==> src/rtl/mmix_bus_arbiter.sv <==
// Round-robin arbiter sharing the MMIX memory bus between instruction fetch (p0)
// and load/store (p1), with a per-access timeout so a lost done cannot hang the core.
module mmix_bus_arbiter #(
  parameter int TIMEOUT_CYCLES = 1024
) (
  input  logic        clk,
  input  logic        reset,
  input  logic [63:0] p0_address,
  input  logic [1:0]  p0_datasize,
  input  logic        p0_read,
  input  logic        p0_write,
  input  logic [63:0] p0_writedata,
  output logic [63:0] p0_readdata,
  output logic        p0_done,
  output logic        p0_err,
  input  logic [63:0] p1_address,
  input  logic [1:0]  p1_datasize,
  input  logic        p1_read,
  input  logic        p1_write,
  input  logic [63:0] p1_writedata,
  output logic [63:0] p1_readdata,
  output logic        p1_done,
  output logic        p1_err,
  output logic [63:0] mmix_address,
  output logic [1:0]  mmix_datasize,
  output logic        mmix_read,
  output logic        mmix_write,
  output logic [63:0] mmix_writedata,
  input  logic [63:0] mmix_readdata,
  input  logic        mmix_done,
  output logic        busy,
  output logic        grant,
  output logic        timeout_seen
);

  localparam int CW = $clog2(TIMEOUT_CYCLES);
  localparam logic [CW-1:0] LAST_COUNT = CW'(TIMEOUT_CYCLES - 1);

  typedef enum logic [1:0] {IDLE, BUSY, COMPLETE} state_t;

  state_t        r_state;
  state_t        w_next;
  logic          r_last_grant;
  logic          r_grant;
  logic [CW-1:0] r_count;
  logic [63:0]   r_address;
  logic [1:0]    r_datasize;
  logic [63:0]   r_writedata;
  logic          r_read;
  logic          r_write;
  logic          r_done;
  logic          r_err;
  logic [63:0]   r_rdata;
  logic          r_timeout_seen;

  logic w_req0;
  logic w_req1;
  logic w_pick;
  logic w_sel_read;
  logic w_timeout;

  // Under contention the port that did not own the last transaction wins.
  always_comb begin
    w_req0     = p0_read | p0_write;
    w_req1     = p1_read | p1_write;
    w_pick     = w_req1 & (~w_req0 | ~r_last_grant);
    w_sel_read = w_pick ? p1_read : p0_read;
    w_timeout  = (r_count == LAST_COUNT);
    w_next     = r_state;
    case (r_state)
      IDLE:     if (w_req0 | w_req1) w_next = BUSY;
      BUSY:     if (mmix_done | w_timeout) w_next = COMPLETE;
      COMPLETE: w_next = IDLE;
      default:  w_next = IDLE;
    endcase
  end

  always_ff @(posedge clk or posedge reset) begin
    if (reset) r_state <= IDLE;
    else       r_state <= w_next;
  end

  always_ff @(posedge clk or posedge reset) begin
    if (reset) begin
      r_last_grant   <= 1'b1;
      r_grant        <= 1'b0;
      r_count        <= '0;
      r_address      <= '0;
      r_datasize     <= '0;
      r_writedata    <= '0;
      r_read         <= 1'b0;
      r_write        <= 1'b0;
      r_done         <= 1'b0;
      r_err          <= 1'b0;
      r_rdata        <= '0;
      r_timeout_seen <= 1'b0;
    end else begin
      case (r_state)
        IDLE: begin
          if (w_req0 | w_req1) begin
            r_grant      <= w_pick;
            r_last_grant <= w_pick;
            r_count      <= '0;
            r_address    <= w_pick ? p1_address   : p0_address;
            r_datasize   <= w_pick ? p1_datasize  : p0_datasize;
            r_writedata  <= w_pick ? p1_writedata : p0_writedata;
            // Read takes precedence when a port raises both strobes.
            r_read       <= w_sel_read;
            r_write      <= ~w_sel_read;
          end
        end
        BUSY: begin
          r_count <= r_count + CW'(1);
          if (mmix_done) begin
            r_done  <= 1'b1;
            r_err   <= 1'b0;
            r_rdata <= r_read ? mmix_readdata : '0;
            r_read  <= 1'b0;
            r_write <= 1'b0;
          end else if (w_timeout) begin
            r_done         <= 1'b1;
            r_err          <= 1'b1;
            r_rdata        <= '0;
            r_timeout_seen <= 1'b1;
            r_read         <= 1'b0;
            r_write        <= 1'b0;
          end
        end
        COMPLETE: begin
          r_done  <= 1'b0;
          r_err   <= 1'b0;
          r_rdata <= '0;
        end
        default: begin
          r_done <= 1'b0;
        end
      endcase
    end
  end

  assign p0_done        = r_done & ~r_grant;
  assign p1_done        = r_done & r_grant;
  assign p0_err         = r_err & ~r_grant;
  assign p1_err         = r_err & r_grant;
  assign p0_readdata    = r_grant ? '0 : r_rdata;
  assign p1_readdata    = r_grant ? r_rdata : '0;
  assign mmix_address   = r_address;
  assign mmix_datasize  = r_datasize;
  assign mmix_read      = r_read;
  assign mmix_write     = r_write;
  assign mmix_writedata = r_writedata;
  assign busy           = (r_state != IDLE);
  assign grant          = r_grant;
  assign timeout_seen   = r_timeout_seen;

endmodule

==> config.mk <==
export PLATFORM = sky130hd
export DESIGN_NAME = mmix_bus_arbiter
export DESIGN_NICKNAME = d
export VERILOG_FILES = /design/src/rtl/mmix_bus_arbiter.sv
export SDC_FILE = /design/constraint.sdc
export NUM_CORES = 1
export LEC_CHECK = 0
export BUFFER_PORTS_ARGS = -buffer_cell sky130_fd_sc_hd__buf_2
export CORE_AREA = 2 2 232 234
export CTS_BUF_LIST = sky130_fd_sc_hd__clkbuf_16
export CTS_CLUSTER_DIAMETER = 150
export DETAILED_ROUTE_END_ITERATION = 10
export DIE_AREA = 0 0 234 236
export GPL_TIMING_DRIVEN = 1
export PLACE_DENSITY_LB_ADDON = 0.3
export SLEW_MARGIN = 5
export SYNTH_ARGS = -nofsm -noshare
export SYNTH_HDL_FRONTEND = slang
export SYNTH_SLANG_ARGS = --single-unit
==> constraint.sdc <==
create_clock -name clk -period 18.5 [get_ports clk]
set_clock_uncertainty 0.15 [all_clocks]
set_input_delay 3.7 -clock clk [delete_from_list [all_inputs] [get_ports clk]]
set_output_delay 3.7 -clock clk [all_outputs]
set_load 0.05 [all_outputs]
==> run summary <==
Initial core utilization = 20.5%
Synth Warn # = 0
Min Clock Period, post-route = 6510 ps
DRT iter0 DRCs = 456
Synthesis-to-finish area growth = 38.3%
TritonCTS Buffers = 26
Post-CTS setup buffer count = 0
CTS resizes = 0
Status = finished clean
Final period util = 35.2%
Final net count = 1,971
Routed wl met3 = 3960 um
Post-synth cell types = 44
Fin. Hold Viols = 0
Seq cells post-synth = 213
DIE AREA = 55,200 um^2
Final cell count without fillers = 2,359
Reg2reg path depth = 6
TritonCTS clock tree = built
Max IR drop VDD = 0.0934 mV
Clock Latency Late Sink = 550 ps
Register area share after synthesis = 49.1%
Routed metal-1 wire length = 15,400 um
Worst Tran Pin Value = 1110 ps
Critical Path AT = 6750 ps
EDFF count, synth = 0
First-pass GRT wire length = 58,000 um
RSZ-0062 raised after global routing = false
Worst hold path depth = 2
Nature of the critical path endpoint = flip-flop
Finish-stage setup viols = 0
DR WL/cell = 16.9 um
Worst relative slew slack = 25.9%
Hpwl dp = 30,900 um
Mapped Cells = 1,097
PnR Total Power = 3.05 mW
Worst Path Max Fanout = 115
FMAX = 154 MHz
Grt ovf = 0
CP Launch Type = input pin
DRT Wirelength = 39,900 um
Setup ws final = 11,990 ps
H-tree levels = 1
Top FF cell, synth = dfrtp_1
Leak pwr = 7.78 nW
Ys async rst share = 100%
WL met2 = 19,500 um
Initial antenna violation count = 19
Core area = 53,100 um^2
Die H = 236 um
CTS Root Cell = clkbuf_16
DR vias = 10,100
Final GP Congestion = 0.815
Power Dens Cells = 203 nW/um^2
Worst endpoint required time = 18,740 ps
Antenna viol nets, final = 0
Hold_buf cts = 0
CTS clk-pin slew, worst paths = 60 ps
Final Max Slew Viols = 0
Worst hold path class = flip-flop to flip-flop
Crit Path Category = input pin to flip-flop
Die X-Extent = 234 um
Clock buffer depth = 3
Vias per cell = 4.28
DR top layer = met5
Row count = 85
Total negative slack = 0 ps
Post-synth net total = 1,429
DRC = 0
Clk sinks = 213
Setup WS pre-CTS = 11,370 ps
IO Pins = 598
Layout cell share with drive strength beyond 1 = 40.3%
Pin count of the biggest net entering global routing = 130
Pre-antenna DRT Iters = 4
Max Cap Violations = 0
Vias in the first global route = 9,599
Syn Area/Cell = 9.90 um^2
GRT Total Usage = 13.6%
Placed cells = 2,307
PortBufs = 597
Cell Area, Synth = 10,900 um^2
[state kept, by name (all words and copies together) (netlist names), 2 cells and up]
name and flops:
mmix_writedata 64, r_count 10, mmix_address 64, r_state 2, mmix_datasize 2, r_rdata 64
[synth_stat cells, types with 3 or more instances]
library cell	n	share of area, %
clkbuf_1	42	1.5
buf_6	14	1.5
a211oi_2	7	0.81
o31ai_1	3	0.21
nor2b_1	67	3.9
inv_1	6	0.21
nor2_1	6	0.21
and2_1	66	3.8
mux2i_1	131	12
o21ai_0	133	6.1
buf_2	21	0.97
o2111ai_1	39	3.1
a21oi_1	3	0.14
buf_8	12	1.7
nand3_1	4	0.18
o21ai_2	3	0.24
nand2b_1	3	0.17
o21ai_1	40	1.8
a31oi_1	27	1.6
nand2_1	206	7.1
clkbuf_2	4	0.18
dfrtp_1	212	49
nand4_1	4	0.23
a21o_1	3	0.21
a211oi_1	18	1.2
[where the power goes]
| part | switching, mW | internal [mW] | leakage (nW) | total, mW |
|---|---|---|---|---|
| sequential | 0.148 | 0.683 | 2.71 | 0.831 |
| combinational | 1.32 | 0.409 | 4.66 | 1.73 |
| clock | 0.206 | 0.282 | 0.420 | 0.488 |
[worst max-delay path: stages]
cell and delay (ps):
buf_2 130, nor4_4 370, nand2b_4 510, buf_4 790
buf_4 880, o21ai_0 210
[cells by family after synthesis]
logic type,count (synthesis),synth area share (%)
muxes,131,12.1
buffers and inverters,102,6.17
and+or+nand+nor,363,16.2
xor gates and xnor gates,2,0.161
adders and majority gates,1,0.115
AOI/OAI and AO/OA,285,16.2
DFF,213,49.1
[routing by layer]
metal | up-vias | global-route usage, %
li1 | 4914 | -
met1 | 4646 | 15.5
met2 | 448 | 23.7
met3 | 69 | 4.67
met4 | 14 | 4.10
met5 | - | 0
[stage by stage]
stage	utilization, %	cell area (um^2)	hold slack [ps]
finish	28.3	15000	320
global route	28.3	15000	350
CTS	28.3	15000	327
detailed placement	26.8	14200	314
global placement	26.8	14200	308
floorplan	-	10900	295
[path summary, 6_finish.rpt]
check / to / start / slack (ps)
min in group asynchronous: mmix_writedata[21]$_DFFE_PP0P_ / reset / 3110
min: mmix_writedata[2]$_DFFE_PP0P_ / mmix_writedata[2]$_DFFE_PP0P_ / 320
min reg2reg: mmix_writedata[2]$_DFFE_PP0P_ / mmix_writedata[2]$_DFFE_PP0P_ / 320
max reg2reg: mmix_address[63]$_DFFE_PP0P_ / r_last_grant$_DFFE_PP1P_ / 15070
max: mmix_writedata[14]$_DFFE_PP0P_ / p1_write / 11990
max in group asynchronous: r_state[0]$_DFFE_PP0P_ / reset / 13670
[cell usage in the layout (no fill, tap or decap), types with 4 or more instances in the layout]
cell type  instances
mux2i_1          131
clkinv_2           4
o21ai_1           40
clkinv_1           8
o21ai_0          133
a211oi_1          18
nand4_1            4
and2_1            66
a211oi_2           7
a31oi_1           27
nor2_1             5
nand3_1            4
clkbuf_16         26
nand2_1          205
buf_4             12
buf_2            597
dfrtp_1          210
nor2b_1           67
inv_1             11
o2111ai_1         39
diode_2            4
[layout make-up]
cell class	instances	area, um^2
fillers	5752	38100
flip-flops and latches	213	5340
multi-input cells	782	4880
repair buffers	609	3080
well taps	696	871
clock buffers	26	651
clock inverters	22	158
inverters	7	33.8
diodes	4	10.0
(Power assumes the default switching activity.)
